**src/rtl/i2s_to_pcm_converter.sv**
```systemverilog
// i2s_to_pcm_converter
//   Oversamples an external I2S stream on the system clock and recovers left/right PCM words.
//   Each channel slot is SLOT_BITS bit clocks long. The first DATA_WIDTH bits after the slot's
//   one-bit I2S delay are captured MSB-first. Slot length violations pulse frame_err and drop
//   the receiver back to hunting for the next word-select edge.
// Ports
//   clk           system clock (bclk_in must be <= clk/4)
//   reset_n       synchronous active-low reset
//   bclk_in       I2S bit clock, asynchronous
//   lrclk_in      I2S word select (0 = left, 1 = right), asynchronous
//   s_data_in     I2S serial data, asynchronous
//   l_data        last complete left word, held until the next one
//   r_data        last complete right word, held until the next one
//   l_data_valid  one-clk pulse when l_data is updated
//   r_data_valid  one-clk pulse when r_data is updated
//   frame_err     one-clk pulse on a slot length violation
//   locked        high while well-formed slots are being received
module i2s_to_pcm_converter #(
    parameter int unsigned DATA_WIDTH  = 24,
    parameter int unsigned SLOT_BITS   = 32,
    parameter int unsigned SYNC_STAGES = 2
) (
    input  logic                  clk,
    input  logic                  reset_n,
    input  logic                  bclk_in,
    input  logic                  lrclk_in,
    input  logic                  s_data_in,
    output logic [DATA_WIDTH-1:0] l_data,
    output logic [DATA_WIDTH-1:0] r_data,
    output logic                  l_data_valid,
    output logic                  r_data_valid,
    output logic                  frame_err,
    output logic                  locked
);

    localparam int unsigned CntW = $clog2(SLOT_BITS + 2);

    localparam logic [CntW-1:0] CntWord = CntW'(DATA_WIDTH);
    localparam logic [CntW-1:0] CntLast = CntW'(SLOT_BITS - 1);
    localparam logic [CntW-1:0] CntSlot = CntW'(SLOT_BITS);
    localparam logic [CntW-1:0] CntMax  = CntW'(SLOT_BITS + 1);

    localparam logic [1:0] StHunt  = 2'd0;
    localparam logic [1:0] StLeft  = 2'd1;
    localparam logic [1:0] StRight = 2'd2;

    // Input synchronisers
    logic [SYNC_STAGES-1:0] bclk_sync;
    logic [SYNC_STAGES-1:0] lrclk_sync;
    logic [SYNC_STAGES-1:0] sdata_sync;

    logic bclk_s;
    logic lrclk_s;
    logic sdata_s;

    assign bclk_s  = bclk_sync[SYNC_STAGES-1];
    assign lrclk_s = lrclk_sync[SYNC_STAGES-1];
    assign sdata_s = sdata_sync[SYNC_STAGES-1];

    // State
    logic                  bclk_prev_q;
    logic                  lrclk_prev_q, lrclk_prev_d;
    logic                  primed_q, primed_d;
    logic [1:0]            state_q, state_d;
    logic [CntW-1:0]       bit_cnt_q, bit_cnt_d;
    logic [DATA_WIDTH-2:0] shift_q, shift_d;
    logic [DATA_WIDTH-1:0] l_data_d, r_data_d;
    logic                  l_valid_d, r_valid_d, err_d, locked_d;

    logic                  bclk_rise;
    logic                  lr_edge;
    logic [CntW-1:0]       cnt_inc;
    logic [DATA_WIDTH-1:0] word;

    assign bclk_rise = bclk_s && !bclk_prev_q;
    assign lr_edge   = lrclk_s != lrclk_prev_q;
    assign cnt_inc   = (bit_cnt_q == CntMax) ? bit_cnt_q : bit_cnt_q + 1'b1;
    assign word      = {shift_q, sdata_s};

    always_comb begin
        state_d      = state_q;
        bit_cnt_d    = bit_cnt_q;
        shift_d      = shift_q;
        lrclk_prev_d = lrclk_prev_q;
        primed_d     = primed_q;
        locked_d     = locked;
        l_data_d     = l_data;
        r_data_d     = r_data;
        l_valid_d    = 1'b0;
        r_valid_d    = 1'b0;
        err_d        = 1'b0;

        if (bclk_rise) begin
            lrclk_prev_d = lrclk_s;
            primed_d     = 1'b1;
            // The first rise after reset only learns the current lrclk level, so a reset in
            // the middle of a slot never looks like a fresh slot boundary.
            if (primed_q) begin
                case (state_q)
                    StHunt: begin
                        if (lr_edge) begin
                            state_d   = lrclk_s ? StRight : StLeft;
                            bit_cnt_d = '0;
                        end
                    end
                    StLeft, StRight: begin
                        if (lr_edge) begin
                            bit_cnt_d = '0;
                            if (bit_cnt_q == CntLast) begin
                                state_d  = (state_q == StLeft) ? StRight : StLeft;
                                locked_d = 1'b1;
                            end else begin
                                state_d  = StHunt;
                                err_d    = 1'b1;
                                locked_d = 1'b0;
                            end
                        end else begin
                            bit_cnt_d = cnt_inc;
                            // Rise 0 carries the previous slot's last bit; rises 1..DATA_WIDTH
                            // carry the word, anything after is padding.
                            if (cnt_inc < CntWord) begin
                                shift_d = {shift_q[DATA_WIDTH-3:0], sdata_s};
                            end
                            if (cnt_inc == CntWord) begin
                                if (state_q == StLeft) begin
                                    l_data_d  = word;
                                    l_valid_d = 1'b1;
                                end else begin
                                    r_data_d  = word;
                                    r_valid_d = 1'b1;
                                end
                            end
                            if (cnt_inc == CntSlot) begin
                                state_d   = StHunt;
                                bit_cnt_d = '0;
                                err_d     = 1'b1;
                                locked_d  = 1'b0;
                            end
                        end
                    end
                    default: begin
                        state_d   = StHunt;
                        bit_cnt_d = '0;
                    end
                endcase
            end
        end
    end

    always_ff @(posedge clk) begin
        if (!reset_n) begin
            bclk_sync    <= '0;
            lrclk_sync   <= '0;
            sdata_sync   <= '0;
            bclk_prev_q  <= 1'b0;
            lrclk_prev_q <= 1'b0;
            primed_q     <= 1'b0;
            state_q      <= StHunt;
            bit_cnt_q    <= '0;
            shift_q      <= '0;
            l_data       <= '0;
            r_data       <= '0;
            l_data_valid <= 1'b0;
            r_data_valid <= 1'b0;
            frame_err    <= 1'b0;
            locked       <= 1'b0;
        end else begin
            bclk_sync    <= {bclk_sync[SYNC_STAGES-2:0], bclk_in};
            lrclk_sync   <= {lrclk_sync[SYNC_STAGES-2:0], lrclk_in};
            sdata_sync   <= {sdata_sync[SYNC_STAGES-2:0], s_data_in};
            bclk_prev_q  <= bclk_s;
            lrclk_prev_q <= lrclk_prev_d;
            primed_q     <= primed_d;
            state_q      <= state_d;
            bit_cnt_q    <= bit_cnt_d;
            shift_q      <= shift_d;
            l_data       <= l_data_d;
            r_data       <= r_data_d;
            l_data_valid <= l_valid_d;
            r_data_valid <= r_valid_d;
            frame_err    <= err_d;
            locked       <= locked_d;
        end
    end

endmodule

```
**config.mk**
```make
export PLATFORM = sky130hd
export DESIGN_NAME = i2s_to_pcm_converter
export DESIGN_NICKNAME = d
export VERILOG_FILES = /design/src/rtl/i2s_to_pcm_converter.sv
export SDC_FILE = /design/constraint.sdc
export NUM_CORES = 1
export LEC_CHECK = 0
export CORE_MARGIN = 8
export CORE_UTILIZATION = 57
export CTS_CLUSTER_SIZE = 30
export DETAILED_ROUTE_END_ITERATION = 10
export HOLD_SLACK_MARGIN = 0.1
export PLACE_DENSITY_LB_ADDON = 0.08
export RECOVER_POWER = 25
export SETUP_SLACK_MARGIN = 0.02
export SYNTH_ARGS = -nofsm -noshare
export SYNTH_HDL_FRONTEND = slang
export SYNTH_SLANG_ARGS = --single-unit
```
**constraint.sdc**
```tcl
create_clock -name clk -period 5.65 [get_ports clk]
set_clock_uncertainty 0.15 [all_clocks]
set_input_delay 1.695 -clock clk [delete_from_list [all_inputs] [get_ports clk]]
set_output_delay 1.695 -clock clk [all_outputs]
set_load 0.05 [all_outputs]
```
==> impl_metrics.tcl <==
set metrics [dict create \
    outcome "completed" \
    grt_pass1_vias 2462 \
    drtIter0Drc 99 \
    leakagePower_uw 0.00184 \
    cp_max_fo 31 \
    rsz0062_at_grt "no" \
    synth_edf_count 0 \
    avgSynthCellArea_um2 10.2 \
    syn_area_um2 3570 \
    vias 2554 \
    grt_start_max_net_pins 59 \
    gp_congestion 0.872 \
    yosysWarnings 0 \
    finalNetCount 411 \
    maxSlewHeadroom_pct 19.3 \
    slew_violations 0 \
    seq_area_frac_synth_pct 51.6 \
    tightest_slew_ns 1.21 \
    max_freq_ghz 0.286 \
    cts_resized 0 \
    drive_gt1_share_pct 6.40 \
    cts_inserted_buffers 9 \
    synth_ff_type "dfxtp_1" \
    dp_slack_ns 2.33 \
    start_kind "primary input" \
    io_pins 57 \
    fin_crit_sh_pct 62.0 \
    hpwl_um 4810 \
    synth_cell_types 40 \
    clockRootBuffer "clkbuf_8" \
    cts_setup_buffers 0 \
    clk_pin_slew_ns 0.09 \
    power_uw 1080 \
    setup_viol 0 \
    mostFrequentLayoutCell "dfxtp_1" \
    vias_per_cell 5.29 \
    worst_setup_path_end_kind "register" \
    cts_tree "done" \
    hold_class "register to register" \
    core-area_um2 6200 \
    die_h_um 95.1 \
    maxCapViolations 0 \
    utilization_pct 69.6 \
    cts_htree_levels 3 \
    syn_nets 361 \
    worst_slack_ns 2.15 \
    power.density_nw_per_um2 250 \
    firstDrtPassIters 4 \
    avgRoutedWirePerCell_um 14.5 \
    die_x_um 95.1 \
    mostFrequentLayoutCells "92 x dfxtp_1, 81 x nand2_1, 77 x mux2i_1, 55 x clkdlybuf4s50_1, 13 x nor2_1" \
    cp.required_ns 5.78 \
    clockBufferDepth 2 \
    drcViolationCount 0 \
    synthArstFlopShare_pct 0 \
    cts.sinks 92 \
    crit_arrival_ns 3.63 \
    path_class "primary input to register" \
    num-fill-cells 487 \
    hold_buffers 0 \
    areaGrowthSynthToFinish_pct 21.1 \
    tns_ns 0 \
    grt_overflow 0 \
    io_buffers 56 \
    synth-seq-cells 92 \
    diodes 0 \
    routed_wl_um 7010 \
    die-area_um2 9040 \
    core.rowCount 29 \
    ir_drop_mv 0.188 \
    grt_pass1_wl_um 11400 \
    ant_nets 0 \
    synth_cells 351 \
    period_needed_ns 3.50 \
    grt_use_total_pct 15.8 \
    antenna_found_initial 0 \
    hold_viol 0 \
    insertion_delay_ns 0.35 \
    start_util_pct 57.5 \
]
==> registers in the layout, summed over array words and instances, names as in the netlist <==
| name | flops |
|---|---|
| lrclk_sync | 2 |
| bclk_sync | 2 |
| bit_cnt_q | 6 |
| frame_err | 1 |
| bclk_prev_q | 1 |
| locked | 1 |
| lrclk_prev_q | 1 |
| sdata_sync | 2 |
| shift_q | 23 |
| state_q | 2 |
| l_data | 24 |
| l_data_valid | 1 |
| r_data_valid | 1 |
| primed_q | 1 |
| r_data | 24 |
==> power by group <==
group          internal, uW  switching (uW)
clock                   178             232
combinational          5.68            12.5
sequential              650            1.57
==> path summary, 6_finish.rpt <==
check | from | to | slack [ns] | cells past startpoint
max | reset_n | state_q[0]$_SDFFE_PN0P_ | 2.15 | 6
max reg2reg | bit_cnt_q[0]$_SDFFE_PN0P_ | l_data[18]$_SDFFE_PN0P_ | 2.71 | 7
min | bclk_sync[0]$_SDFF_PN0_ | bclk_sync[1]$_SDFF_PN0_ | 0.29 | 1
min reg2reg | bclk_sync[0]$_SDFF_PN0_ | bclk_sync[1]$_SDFF_PN0_ | 0.29 | 1
==> cells by family (layout without fill, tap and decap cells) <==
kind of cell	Yosys count	in the layout	synth area share (%)
AO/OA/AOI/OAI	21	21	4.25
XOR/XNOR	1	1	0.456
adder cells (fa/ha/maj)	5	5	1.75
buffers and inverters	28	83	4.10
flip-flops	92	92	51.6
multiplexers	77	77	21.6
AND/OR/NAND/NOR	127	127	16.2
==> routing by layer <==
| layer | GRT usage (%) | wire length [um] | up-vias |
|---|---|---|---|
| li1 | - | - | 1297 |
| met2 | 24.7 | 3170 | 60 |
| met1 | 19.8 | 3370 | 1186 |
| met5 | 0 | 0 | - |
| met3 | 3.54 | 347 | 11 |
| met4 | 8.71 | 125 | 0 |
==> Yosys cell counts, types with 2 or more instances <==
master | count | area, um2
nand2_1 | 81 | 304
clkbuf_1 | 12 | 45.0
buf_6 | 4 | 45.0
nor2b_1 | 2 | 12.5
and4_1 | 2 | 17.5
inv_1 | 7 | 26.3
o21ai_0 | 2 | 10.0
nand4b_1 | 2 | 17.5
nor4_1 | 3 | 18.8
ha_1 | 5 | 62.6
a32oi_1 | 2 | 17.5
nor2_1 | 13 | 48.8
and2_1 | 7 | 43.8
buf_4 | 2 | 15.0
mux2i_1 | 77 | 771
o22ai_1 | 2 | 12.5
nand4_1 | 2 | 12.5
nor3_1 | 5 | 25.0
dfxtp_1 | 92 | 1840
and3_1 | 3 | 18.8
buf_2 | 3 | 15.0
a21oi_1 | 5 | 25.0
==> per-stage QoR <==
stage	cell area [um2]	hold WS (ns)	cells
final	4320	0.293	483
after global routing	4320	0.312	483
after CTS	4320	0.296	483
after detailed placement	4130	0.274	467
after global placement	4130	0.275	467
after floorplan	3570	0.262	351
==> critical path: stages <==
cell and delay [ns]:
clkbuf_1 0.86, inv_1 0.35, nor2_1 0.28, and3_1 0.23
a2bb2oi_1 0.08, mux2i_1 0.12
==> final cells by class <==
class                           count  area (um2)  share of cell area (%)
Tap cell                           77        96.3                    2.23
Multi-Input combinational cell    231        1580                    36.7
Timing Repair Buffer               60         584                    13.5
Clock inverter                      5        43.8                    1.01
Inverter                            7        26.3                   0.609
Clock buffer                       11         141                    3.27
Sequential cell                    92        1840                    42.7
No activity file was read; power rests on OpenSTA's default activity.
